<file path="config.mk">
export PLATFORM = sky130hd
export DESIGN_NAME = cc_logic
export DESIGN_NICKNAME = d
export VERILOG_FILES = /design/src/rtl/cc_pkg.sv /design/src/rtl/cc_shift_unit.sv /design/src/rtl/cc_logic.sv
export SDC_FILE = /design/constraint.sdc
export NUM_CORES = 1
export LEC_CHECK = 0
export BUFFER_PORTS_ARGS = -buffer_cell sky130_fd_sc_hd__clkbuf_2
export CAP_MARGIN = 10
export CORE_UTILIZATION = 31
export DETAILED_ROUTE_END_ITERATION = 10
export GPL_TIMING_DRIVEN = 0
export PLACE_DENSITY_LB_ADDON = 0.05
export REMOVE_ABC_BUFFERS = 1
export SLEW_MARGIN = 10
export SYNTH_ARGS = -nofsm -noshare
export SYNTH_HDL_FRONTEND = slang
export SYNTH_SLANG_ARGS = --single-unit
export TNS_END_PERCENT = 1
</file>
<file path="constraint.sdc">
create_clock -name vclk -period 1.6
set_input_delay 0 -clock vclk [all_inputs]
set_output_delay 0 -clock vclk [all_outputs]
set_load 0.02 [all_outputs]
</file>
<file path="src/rtl/cc_pkg.sv">
// Shared constants for the cc_logic shifter: op codes and field widths.
package cc_pkg;

  localparam int unsigned OP_W    = 3;
  localparam int unsigned SHAMT_W = 2;

  localparam logic [OP_W-1:0] OP_NOP  = 3'b000;
  localparam logic [OP_W-1:0] OP_LOAD = 3'b001;
  localparam logic [OP_W-1:0] OP_LSL  = 3'b010;
  localparam logic [OP_W-1:0] OP_LSR  = 3'b011;
  localparam logic [OP_W-1:0] OP_ASR  = 3'b100;

endpackage : cc_pkg

</file>
<file path="src/rtl/cc_shift_unit.sv">
// Combinational barrel shifter used by cc_logic.
// Ports:
//   dir_right - 1: shift right, 0: shift left
//   arith     - on a right shift, fill with data MSB instead of zeros
//   shamt     - shift amount 0..3
//   data      - value to shift
//   result_c  - shifted value; bits shifted out are discarded
module cc_shift_unit
  import cc_pkg::*;
#(
  parameter int WIDTH = 8
) (
  input  logic               dir_right,
  input  logic               arith,
  input  logic [SHAMT_W-1:0] shamt,
  input  logic [WIDTH-1:0]   data,
  output logic [WIDTH-1:0]   result_c
);

  logic               fill;
  logic [2*WIDTH-1:0] ext;
  logic [2*WIDTH-1:0] ext_shr;
  logic [WIDTH-1:0]   shl;

  // Right shifts run on a double-width value whose upper half holds the fill bit.
  assign fill    = arith & data[WIDTH-1];
  assign ext     = {{WIDTH{fill}}, data};
  assign ext_shr = ext >> shamt;
  assign shl     = data << shamt;

  assign result_c = dir_right ? ext_shr[WIDTH-1:0] : shl;

endmodule : cc_shift_unit

</file>
<file path="src/rtl/cc_logic.sv">
// Next-value logic for a shift register: NOP / LOAD / LSL / LSR / ASR.
// Configuration macro: CC_LOGIC_REG_OUT_EN
//   undefined - d_next is purely combinational; clk and reset are unused.
//   defined   - d_next is registered (1-cycle latency), synchronous
//               active-high reset clears it to zero.
// Ports:
//   clk    - clock, rising edge
//   reset  - synchronous active-high reset (registered mode only)
//   op     - operation code (see cc_pkg)
//   shamt  - shift amount 0..3
//   d_in   - parallel load data
//   d_out  - current shifter register value
//   d_next - next register value
module cc_logic
  import cc_pkg::*;
#(
  parameter int WIDTH = 8
) (
  input  logic               clk,
  input  logic               reset,
  input  logic [OP_W-1:0]    op,
  input  logic [SHAMT_W-1:0] shamt,
  input  logic [WIDTH-1:0]   d_in,
  input  logic [WIDTH-1:0]   d_out,
  output logic [WIDTH-1:0]   d_next
);

  logic             dir_right_c;
  logic             arith_c;
  logic [WIDTH-1:0] shifted_c;
  logic [WIDTH-1:0] result_c;

  // Shift control decode.
  assign dir_right_c = (op == OP_LSR) || (op == OP_ASR);
  assign arith_c     = (op == OP_ASR);

  cc_shift_unit #(
    .WIDTH (WIDTH)
  ) u_shift (
    .dir_right (dir_right_c),
    .arith     (arith_c),
    .shamt     (shamt),
    .data      (d_out),
    .result_c  (shifted_c)
  );

  // Op select; reserved codes hold the current value.
  always_comb begin
    result_c = d_out;
    case (op)
      OP_NOP:                  result_c = d_out;
      OP_LOAD:                 result_c = d_in;
      OP_LSL, OP_LSR, OP_ASR:  result_c = shifted_c;
      default:                 result_c = d_out;
    endcase
  end

`ifdef CC_LOGIC_REG_OUT_EN
  // Output register.
  always_ff @(posedge clk) begin
    if (reset) begin
      d_next <= '0;
    end else begin
      d_next <= result_c;
    end
  end
`else
  logic unused_ports_c;

  // clk and reset are kept on the port list but do not affect the output.
  assign unused_ports_c = clk ^ reset;
  assign d_next         = result_c;
`endif

endmodule : cc_logic

</file>
# After elaboration in Yosys (flattened, before gate mapping)

Cells that the tools add are included.

Eq/ne operators: 4
Shift-type cells: 2
Muxes and demuxes: 2
Bitwise operators: 1
Reductions and logical operators: 2

Operators by type and width:

| cell                                                            | count |
|---|---|
| 8-bit one-hot mux with 2 select lines                           | 1 |
| 16-bit by 2-bit right shift with 8-bit output                   | 1 |
| 8-bit two-way mux                                               | 1 |
| 8-bit by 2-bit left shift with 8-bit output                     | 1 |
| 3-bit by 2-bit == test with 1-bit output, second input constant | 2 |
| 3-bit by 1-bit == test with 1-bit output, second input constant | 1 |
| 3-bit == test, second input constant                            | 1 |
| 3-bit OR reduction                                              | 1 |
| 1-bit bitwise AND                                               | 1 |
| 1-bit logical OR                                                | 1 |

Register bits after elaboration: 0

# Logic depth before layout (Yosys ltp)

Depth in word-level cells: 5
Gate-level depth with buffers: 6
Depth with buffers taken out: 4

# Hierarchy

Synthesis repeated with hierarchy kept, for this count alone.

Cell total of the unflattened synthesis: 114
Area, all modules: 918.4 um2

Modules (own cells, without submodules):

| module        | times used | cells an instance | area each (um2) | seq. area each (um2) |
|---|---|---|---|---|
| cc_logic      | 1          | 60                | 508.0           | 0.0 |
| cc_shift_unit | 1          | 54                | 410.4           | 0.0 |

# Worst setup path before layout

OpenSTA, ideal clock, no wires.

Path kind: input -> output
Start point: input shamt[0]
End point: output d_next[4]
Data arrival time: 1178 ps
Path slack: 422 ps
Cell stages on the path: 5
Cell sequence: buf_6 mux4_2 mux2_2 nand2_1 o2111ai_1

Word-level cells in the longest chain between the ends: 3
Elaborated cells on any way between the ends: 4

RTL lines:

| what                                                                                                                | line                                     | RTL |
|---|---|---|
| from (decl)                                                                                                         | cc_logic.sv:22                           | `input logic [SHAMT_W-1:0] shamt,` |
| 8-bit by 2-bit left shift with 8-bit output / 16-bit by 2-bit right shift with 8-bit output (equally long branches) | cc_shift_unit.sv:29, cc_shift_unit.sv:28 |  |
| 8-bit two-way mux *                                                                                                 | cc_shift_unit.sv:31                      | `assign result_c = dir_right ? ext_shr[WIDTH-1:0] : shl;` |
| 8-bit one-hot mux with 2 select lines *                                                                             | cc_logic.sv:50                           | `case (op)` |
| to (decl)                                                                                                           | cc_logic.sv:25                           | `output logic [WIDTH-1:0] d_next` |

Every way passes the cells marked *; elsewhere a longest branch is shown, timed or not.

# Worst setup path after layout

Start point: input shamt[0]
End point: output d_next[2]

The elaborated chain is that of the path after synthesis.

==> flow_summary.json <==
{
  "pin_count": 31,
  "crit_path_end": "d_next[2]",
  "yosysTopAreaCell": "mux4_2",
  "min_period_ns": 1.51,
  "outcome": "finished, final reports clean",
  "crit_path_end_kind": "primary output",
  "leakage_nw": 0.367,
  "ys_types": 36,
  "post-route-worst-setup-slack_ns": 0.0921,
  "critical_path_class": "in2out",
  "firstDrtPassIters": 5,
  "fillers": 254,
  "grt_max_degree": 25,
  "antenna_left": 0,
  "powerDensity_nw_per_um2": 328,
  "min_period_over_period": 0.942,
  "overflow": 0,
  "via_per_inst": 6.31,
  "yosys_warnings": 0,
  "drc_errors": 0,
  "rows": 17,
  "crit_chain": "clkbuf_4, mux4_2, a22o_1, a221o_1, clkbuf_2",
  "dp_slack_ns": -0.0670,
  "relSlewSlack": 0.669,
  "finalHoldViolCount": 0,
  "peakVddDrop_mv": 0.146,
  "critPathSlowestCell": "mux4_2",
  "cts_hold_buffers": 0,
  "wl_per_cell_um": 16.6,
  "vias": 896,
  "start_util": 0.332,
  "register_area_um2": 0,
  "cp_max_fo": 20,
  "netlist.area_leader.share": 0.121,
  "dieArea_um2": 2590,
  "diodes": 0,
  "grt_pass1_wl_um": 3790,
  "fmax_mhz": 663,
  "placed_area_um2": 863,
  "synth_cells": 95,
  "final_cell_area_um2": 877,
  "drt-total-wl_um": 2350,
  "coreArea_um2": 2230,
  "ys_seq_area_frac": 0,
  "nFlopsAndLatches": 0,
  "dieHeight_um": 50.9,
  "cp.depth": 5,
  "grt_pass1_vias": 756,
  "ys_top_cells_by_area": "mux4_2, mux2i_1, mux4_1",
  "critPathMaxStageDelay_ns": 0.56,
  "crit_family": "multiplexers",
  "fin_nets": 139,
  "final.clkbuf_count": 0,
  "crit_buf_inv": 2,
  "fp.dieW_um": 50.9,
  "track_usage": 0.186,
  "crit_required_ns": 1.60,
  "final_core_util": 0.393,
  "worstSetupStartpointType": "primary input",
  "avgSynthCellArea_um2": 7.81,
  "rsz0062_at_grt": "true",
  "first_iter_violations": 24,
  "port_buffers": 29,
  "antenna_found_initial": 0,
  "drive_gt1_frac": 0.325,
  "crit_arrival_ns": 1.51,
  "hold_class": "in2out",
  "drv_slew": 0,
  "area_growth_syn_to_layout_pct": 18.2,
  "place_congestion": 0.762,
  "synth_area_um2": 742,
  "finalSetupViolations": 0,
  "hold_slack_ns": 0.446,
  "worst_slew_pin_slew_ns": 0.496,
  "maxCapViolCount": 0,
  "startpoint": "shamt[0]"
}
==> what timing repair did <==
item / 4_1_cts / 5_1_grt
buffers inserted: 0 / 0
setup endpoints to repair: 3 / 6
resized for setup: 2 / 3
pin swaps: 0 / 0
==> cell families after synthesis <==
family                 share of synthesized area
multiplexers                               0.315
AND/OR/NAND/NOR                            0.196
buffers and inverters                     0.0894
AO/OA/AOI/OAI                              0.400
==> how the worst min path moves through the flow <==
stage	slack, ns	depth (start not counted)	end	from
2_1_floorplan	0.20	2	d_next[0]	d_out[0]
3_3_place_gp	0.44	4	d_next[7]	d_out[7]
3_5_place_dp	0.45	5	d_next[7]	d_in[7]
4_1_cts	0.45	5	d_next[7]	d_in[7]
5_1_grt	0.49	4	d_next[3]	d_in[3]
6_report	0.45	4	d_next[0]	d_out[0]
==> through the flow <==
step,std cells,setup TNS (ns),total power (W)
finish,142,0,0.000288
global route,142,-0.0317,0.000314
CTS,142,0,0.000287
detailed placement,142,-0.0818,0.000283
global placement,142,-0.0831,0.000281
floorplan,85,0,0.000162
==> area by class of cell <==
cell class         count  area [um2]  share of cell area
multi-input cells     83         684               0.780
repair buffers        29         150               0.171
well taps             28        35.0              0.0399
inverters              2        7.51             0.00856
==> layer usage <==
layer  share of wire  track usage  vias up  routed length [um]
met1            0.47        0.263      428                1100
li1                -            -      432                   -
met2            0.47        0.303       34                1110
met4          0.0051       0.0278        0                  12
met5               0            0        -                   0
met3           0.057       0.0238        2                 134
==> cells in the final DEF, fill, tap and decap left out, types with 2 or more instances in the layout <==
master | Yosys | final
a221oi_1 | 2 | 2
a22oi_1 | 5 | 5
a22o_1 | 4 | 4
a32o_1 | 2 | 2
clkbuf_2 | 0 | 27
clkbuf_4 | 0 | 2
nor2b_1 | 3 | 3
mux2i_1 | 8 | 8
mux4_2 | 4 | 4
nand3_1 | 7 | 7
nand3b_1 | 2 | 2
o21a_1 | 2 | 2
o2111ai_1 | 2 | 2
inv_1 | 2 | 2
mux4_1 | 2 | 2
o21ai_0 | 8 | 8
a21oi_1 | 3 | 3
nor2_1 | 6 | 5
nand2_1 | 8 | 8
==> synthesized netlist by cell type, drive strengths merged, types with 2 or more instances <==
master / n
a21oi: 3
a221oi: 2
a22o: 4
a22oi: 5
a32o: 2
buf: 8
clkbuf: 2
inv: 2
mux2i: 8
mux4: 6
nand2: 8
nand3: 7
nand3b: 2
nor2: 6
nor2b: 3
o2111ai: 2
o21a: 2
o21ai: 9
==> where the power goes <==
part           total, W  switching, W  internal, W
Combinational  0.000288      0.000165     0.000122
Clock                 0             0            0
Sequential            0             0            0
Total          0.000288      0.000165     0.000122
==> worst min-delay path: stages <==
cell      delay (ns)
clkbuf_2        0.15
nand2_1         0.07
o221ai_1        0.06
clkbuf_2        0.17
Note: power is estimated with default switching activity, not from simulation.
